==> config.mk <==
export PLATFORM = sky130hd
export DESIGN_NAME = instr_fetch_unit
export DESIGN_NICKNAME = d
export VERILOG_FILES = /design/src/rtl/instr_fetch_unit.sv
export SDC_FILE = /design/constraint.sdc
export NUM_CORES = 2
export LEC_CHECK = 0
export CORE_UTILIZATION = 57
export DETAILED_ROUTE_END_ITERATION = 8
export GPL_TIMING_DRIVEN = 1
export HOLD_SLACK_MARGIN = 0.06
export PLACE_DENSITY = 0.76
export SYNTH_ARGS = -nofsm -noshare
export SYNTH_HDL_FRONTEND = slang
export SYNTH_SLANG_ARGS = --single-unit
==> constraint.sdc <==
create_clock -name CLK -period 3.1 [get_ports CLK]
set_input_delay 0.31 -clock CLK [delete_from_list [all_inputs] [get_ports CLK]]
set_output_delay 0.31 -clock CLK [all_outputs]
set_load 0.01 [all_outputs]
==> src/rtl/instr_fetch_unit.sv <==
// Purpose : instruction memory, program counter and one-deep prefetch buffer feeding the control unit.
// Latency : 1-cycle synchronous memory read; PROG_EN low -> FETCH_READY high in 2 cycles.
// Backpres: PC_INCR is ignored while a word is buffered or a read is in flight; INSTR swaps only on INSTR_DONE.
// Ports   : CLK/RSTN clock and async active-low reset; PROG_EN/PROG_WE/PROG_ADDR/PROG_DATA host write port;
//           START_SIGNAL/STOP_SIGNAL/PC_INCR/INSTR_DONE control handshakes;
//           INSTR/PC current word and address; FETCH_READY, NEXT_VALID, PC_WRAP, HALTED status.
module instr_fetch_unit #(
  parameter int IMEM_DEPTH = 64,
  parameter int ADDR_W     = 6
) (
  input  logic              CLK,
  input  logic              RSTN,
  input  logic              PROG_EN,
  input  logic              PROG_WE,
  input  logic [ADDR_W-1:0] PROG_ADDR,
  input  logic [31:0]       PROG_DATA,
  input  logic              START_SIGNAL,
  input  logic              STOP_SIGNAL,
  input  logic              PC_INCR,
  input  logic              INSTR_DONE,
  output logic [31:0]       INSTR,
  output logic [ADDR_W-1:0] PC,
  output logic              FETCH_READY,
  output logic              NEXT_VALID,
  output logic              PC_WRAP,
  output logic              HALTED
);

  typedef enum logic [2:0] {S_PROG, S_PRIME, S_READY, S_RUN, S_HALT} state_t;

  state_t r_state, w_state_nxt;

  logic [31:0]       r_mem [IMEM_DEPTH];
  logic [31:0]       r_mem_q;
  logic [31:0]       r_instr;
  logic [31:0]       r_next;
  logic [ADDR_W-1:0] r_pc;
  logic [ADDR_W-1:0] r_next_pc;
  logic              r_next_vld;
  logic              r_inflight;
  logic              r_pending;
  logic              r_wrap;
  logic              r_prog_en_d;

  logic              w_prog_fall;
  logic              w_run_active;
  logic              w_incr_ok;
  logic              w_rd_en;
  logic              w_mem_we;
  logic [ADDR_W-1:0] w_pc_inc;
  logic [ADDR_W-1:0] w_rd_addr;

  assign w_prog_fall  = r_prog_en_d & ~PROG_EN;
  // RUN with neither abort nor stop requested this cycle.
  assign w_run_active = (r_state == S_RUN) & ~PROG_EN & ~STOP_SIGNAL;
  // A new prefetch is only legal with an empty buffer and no read outstanding.
  assign w_incr_ok    = w_run_active & PC_INCR & ~r_next_vld & ~r_inflight;
  assign w_pc_inc     = r_pc + ADDR_W'(1);
  assign w_rd_en      = ((r_state == S_PROG) & w_prog_fall) | w_incr_ok;
  assign w_rd_addr    = (r_state == S_RUN) ? w_pc_inc : '0;
  assign w_mem_we     = (r_state == S_PROG) & PROG_EN & PROG_WE;

  // Memory array and read register carry no reset.
  always_ff @(posedge CLK) begin
    if (w_mem_we) r_mem[PROG_ADDR] <= PROG_DATA;
    if (w_rd_en)  r_mem_q          <= r_mem[w_rd_addr];
  end

  always_ff @(posedge CLK or negedge RSTN) begin
    if (!RSTN) r_state <= S_PROG;
    else       r_state <= w_state_nxt;
  end

  always_comb begin
    w_state_nxt = r_state;
    case (r_state)
      S_PROG:  if (w_prog_fall) w_state_nxt = S_PRIME;
      S_PRIME: w_state_nxt = S_READY;
      S_READY: begin
        if (PROG_EN)           w_state_nxt = S_PROG;
        else if (START_SIGNAL) w_state_nxt = S_RUN;
      end
      S_RUN: begin
        if (PROG_EN)          w_state_nxt = S_PROG;
        else if (STOP_SIGNAL) w_state_nxt = S_HALT;
      end
      S_HALT:  if (PROG_EN) w_state_nxt = S_PROG;
      default: w_state_nxt = S_PROG;
    endcase
  end

  always_ff @(posedge CLK or negedge RSTN) begin
    if (!RSTN) begin
      r_instr     <= '0;
      r_next      <= '0;
      r_pc        <= '0;
      r_next_pc   <= '0;
      r_next_vld  <= 1'b0;
      r_inflight  <= 1'b0;
      r_pending   <= 1'b0;
      r_wrap      <= 1'b0;
      r_prog_en_d <= 1'b0;
    end else begin
      r_prog_en_d <= PROG_EN;
      case (r_state)
        S_PRIME: begin
          r_instr <= r_mem_q;
          r_pc    <= '0;
        end
        S_RUN: begin
          if (PROG_EN) begin
            r_instr    <= '0;
            r_next_vld <= 1'b0;
            r_inflight <= 1'b0;
            r_pending  <= 1'b0;
          end else if (STOP_SIGNAL) begin
            // Outstanding read is dropped; INSTR and PC stay frozen.
            r_next_vld <= 1'b0;
            r_inflight <= 1'b0;
            r_pending  <= 1'b0;
          end else begin
            if (r_inflight) begin
              // Read returns this edge: retire straight into INSTR if the
              // control unit has already finished (or finishes now).
              r_inflight <= 1'b0;
              if (r_pending || INSTR_DONE) begin
                r_instr   <= r_mem_q;
                r_pc      <= r_next_pc;
                r_pending <= 1'b0;
              end else begin
                r_next     <= r_mem_q;
                r_next_vld <= 1'b1;
              end
            end else if (INSTR_DONE && r_next_vld) begin
              r_instr    <= r_next;
              r_pc       <= r_next_pc;
              r_next_vld <= 1'b0;
            end else if (INSTR_DONE && w_incr_ok) begin
              // Read is being launched on this same edge.
              r_pending <= 1'b1;
            end
            if (w_incr_ok) begin
              r_inflight <= 1'b1;
              r_next_pc  <= w_pc_inc;
              if (&r_pc) r_wrap <= 1'b1;
            end
          end
        end
        default: begin
        end
      endcase
    end
  end

  assign INSTR       = r_instr;
  assign PC          = r_pc;
  assign FETCH_READY = (r_state == S_READY);
  assign NEXT_VALID  = r_next_vld;
  assign PC_WRAP     = r_wrap;
  assign HALTED      = (r_state == S_HALT);

endmodule
==> flow_metrics.env <==
export IMPL_outcome="finished with violations"
export IMPL_violations="negative setup slack"
export IMPL_clockPowerShare=0.370
export IMPL_p_seq_frac=0.493
export IMPL_synth_top_family_by_area="compound AO/OA/AOI/OAI gates"
export IMPL_finalCritPeriodShare=1.02
export IMPL_yosys_area_share_simple=0.0656
export IMPL_synth_top_cell_area_share=0.716
export IMPL_utilization=0.675
export IMPL_path_max_fanout=21
export IMPL_start_util=0.574
export IMPL_grt_total_usage=0.332
export IMPL_ys_types=96
export IMPL_hold_viol=0
export IMPL_cts_root_buf="clkbuf_16"
export IMPL_grt_pass1_wl_mm=367
export IMPL_timing_final_ws_setup_ns=-0.0730
export IMPL_drive_gt1_frac=0.211
export IMPL_vias=56400
export IMPL_async_flop_share=0.0388
export IMPL_portBuffers=87
export IMPL_cpPeakStageDelay_ns=0.51
export IMPL_tightest_slew_ns=1.35
export IMPL_coreArea_mm2=0.152
export IMPL_yosysSeqAreaShare=0.740
export IMPL_synth_edff_count=2080
export IMPL_postRouteAntennaNets=0
export IMPL_clkSinkCount=2164
export IMPL_ys_flop_type="edfxtp_1"
export IMPL_final_setup_skew_ns=0.0445
export IMPL_synth_top_area_cell="edfxtp_1"
export IMPL_top_layer_used="met5"
export IMPL_syn_instance_count=5631
export IMPL_p_switching_w=0.0171
export IMPL_clock_latency_ns=0.87
export IMPL_syn_area_mm2=0.0872
export IMPL_yosys_top_cells_count="edfxtp_1 (2080), nand2_1 (609), mux2i_1 (346)"
export IMPL_critPathKind="flip-flop to flip-flop"
export IMPL_setup_viol=11
export IMPL_cts_buffer_depth=3
export IMPL_required_ns=3.78
export IMPL_num_rows=143
export IMPL_leakagePower_nw=33.4
export IMPL_cp_data_arrival_time_ns=3.85
export IMPL_num_nets_final=6113
export IMPL_grt_setup_unrepaired="yes"
export IMPL_wl_met2_mm=118
export IMPL_cts_tree="done"
export IMPL_hpwl_mm=153
export IMPL_sw_frac_of_total=0.255
export IMPL_grt_max_degree=85
export IMPL_preCtsSetupSlack_ns=-0.596
export IMPL_syn_avg_cell_area_um2=15.5
export IMPL_routedWlPerCell_um=31.5
export IMPL_vdd_ir_drop_max_uv=605
export IMPL_drtIter0Drc=8982
export IMPL_grt_ovfl_total=0
export IMPL_cts_max_level=4
export IMPL_die_area_mm2=0.155
export IMPL_gp_congestion=0.935
export IMPL_syn_num_nets=5678
export IMPL_max_freq_mhz=315
export IMPL_final_min_clock_period_ns=3.17
export IMPL_fp_dieH_um=393
export IMPL_crit_chain="buf_12 -> buf_4 -> nor4bb_4 -> buf_6 -> buf_16 -> nand2_1 -> and3_1 -> o32ai_2 -> a211oi_1 -> buf_4 -> nor4_2"
export IMPL_area_growth_pct=17.5
export IMPL_clkTransAtPathRegs_ns=0.07
export IMPL_power_w=0.0670
export IMPL_fin_tns_setup_ns=-0.379
export IMPL_worstHoldPathType="primary input to flip-flop"
export IMPL_final_max_slew_viol_count=0
export IMPL_drc_errors=0
export IMPL_slew_headroom=0.102
export IMPL_muxShareOfSynthArea=0.0816
export IMPL_routed_wl_mm=260
export IMPL_yosysWarningCount=0
export IMPL_yosysMostFrequentCell="edfxtp_1"
export IMPL_cp_end_kind="flip-flop"
export IMPL_drv_cap=0
export IMPL_cpMaxStageDelayCell="dfrtp_4"
export IMPL_viasPerCell=6.82
export IMPL_met3RoutedLength_mm=38.0
export IMPL_synth_xor_area_frac=0.000889
export IMPL_first_pass_iters=6
export IMPL_critPathLaunchType="flip-flop"
export IMPL_grt_pass1_vias=53900
export IMPL_internal_power_w=0.0499
export IMPL_wl_met1_mm=92.1
export IMPL_cts_buffers=207
export IMPL_worst_path_most_repeated_cell="buf_4"
export IMPL_combPwrFrac=0.137
export IMPL_antenna_found_initial=20
export IMPL_power_density_mw_per_mm2=654
export IMPL_synth_compound_area_frac=0.0876
export IMPL_die_w_um=393
export IMPL_io_pins=88
export IMPL_synthAdderAreaFrac=0.000143
export IMPL_synth_area_leaders="edfxtp_1 (72%), mux2i_1 (4.0%), nand2_1 (2.6%), mux2_2 (2.6%), dfrtp_1 (2.4%)"
export IMPL_ys_seq_elements=2164
[per-layer routing]
layer  track usage  vias to the layer above
li1              -                    23000
met1         0.450                    28000
met2         0.509                     4646
met3        0.0866                      763
met4         0.142                       10
met5             0                        -
[area by class of cell]
| class | count | area [um2] |
|---|---|---|
| tap | 2030 | 2540 |
| fill | 9601 | 49400 |
| timing repair buffer | 638 | 7120 |
| sequential | 2164 | 64600 |
| antenna | 7 | 17.5 |
| clock buffer | 258 | 5390 |
| multi-input combinational | 3051 | 21700 |
| inverter | 4 | 20.0 |
| clock inverter | 124 | 1200 |
[stage by stage]
step	cell area, um2	std cells	hold WS, ns
3_3_place_gp	94400	7835	0.465
4_1_cts	102000	8249	0.0635
3_5_place_dp	94400	7836	0.476
6_report	103000	8276	0.0818
5_1_grt	103000	8270	0.0926
2_1_floorplan	87200	5631	0.0144
[worst max-delay path: cells and delay by family (launching register included)]
family | cells | cell delay [ns]
buf+inv | 5 | 0.97
simple gates | 4 | 0.91
compound gates | 2 | 0.54
flops | 1 | 0.51
[cell usage in the layout, fill, tap and decap left out, types with 33 or more instances in the layout]
cell type | netlist | layout
edfxtp_1 | 2080 | 2080
nand2_1 | 609 | 606
buf_4 | 49 | 358
mux2i_1 | 346 | 345
o21ai_0 | 313 | 302
a21oi_1 | 222 | 221
clkbuf_16 | 0 | 216
mux2_2 | 199 | 199
nor2_1 | 253 | 185
o211ai_1 | 166 | 166
nand3_1 | 131 | 130
buf_12 | 0 | 128
nor3_1 | 117 | 115
dfrtp_1 | 84 | 82
nor2_4 | 1 | 67
mux4_2 | 63 | 63
a31oi_1 | 56 | 56
clkdlybuf4s50_1 | 0 | 54
clkbuf_1 | 170 | 50
clkinv_1 | 1 | 50
a22oi_1 | 44 | 44
clkinv_2 | 0 | 35
a211oi_1 | 64 | 33
buf_2 | 143 | 33
[timing repair]
action,4_1_cts,5_1_grt
endpoints found under the hold margin,353,0
setup buffers,11,12
hold buffers,14,0
gates cloned,6,9
endpoints found under the setup margin,31,29
gates resized for setup,66,90
pin swaps,13,29
[final timing paths]
check | start | endpoint | slack (ns) | cells after the start
worst max-delay path | PC[0] | r_mem_q[21] | -0.07 | 11
min in group asynchronous | RSTN | NEXT_VALID | 0.21 | 2
max in group asynchronous | RSTN | PC[0] | 2.11 | 2
worst min register to register | r_next_pc[3] | PC[3] | 0.50 | 1
worst max register to register | PC[0] | r_mem_q[21] | -0.07 | 11
worst min-delay path | PROG_DATA[3] | r_mem[52][3] | 0.08 | 1
[flip-flops by register name, summed over array words and instances (netlist names)]
register	cells
r_inflight	1
PC	6
r_next_pc	6
r_prog_en_d	1
NEXT_VALID	1
r_state	3
PC_WRAP	1
r_mem	2048
INSTR	32
r_mem_q	32
r_next	32
r_pending	1
[power by group through the flow]
| stage | clock (W) | combinational (W) | sequential (W) |
|---|---|---|---|
| after global routing | 0.0259 | 0.00959 | 0.0331 |
| after detailed placement | 0 | 0.00842 | 0.0337 |
| after CTS | 0.0248 | 0.00867 | 0.0330 |
| after global placement | 0 | 0.00824 | 0.0336 |
| after floorplan | 0 | 0.00444 | 0.0335 |
| final | 0.0248 | 0.00917 | 0.0331 |
[cells by family (layout without fill, tap and decap cells)]
logic type / after synthesis / after routing
buf+inv: 416 / 1024
other cells: 0 / 7
simple gates: 1278 / 1278
fa+ha+maj: 1 / 1
xor+xnor: 5 / 5
flops: 2164 / 2164
compound gates: 1159 / 1159
mux: 608 / 608
No activity file was read; power rests on OpenSTA's default activity.
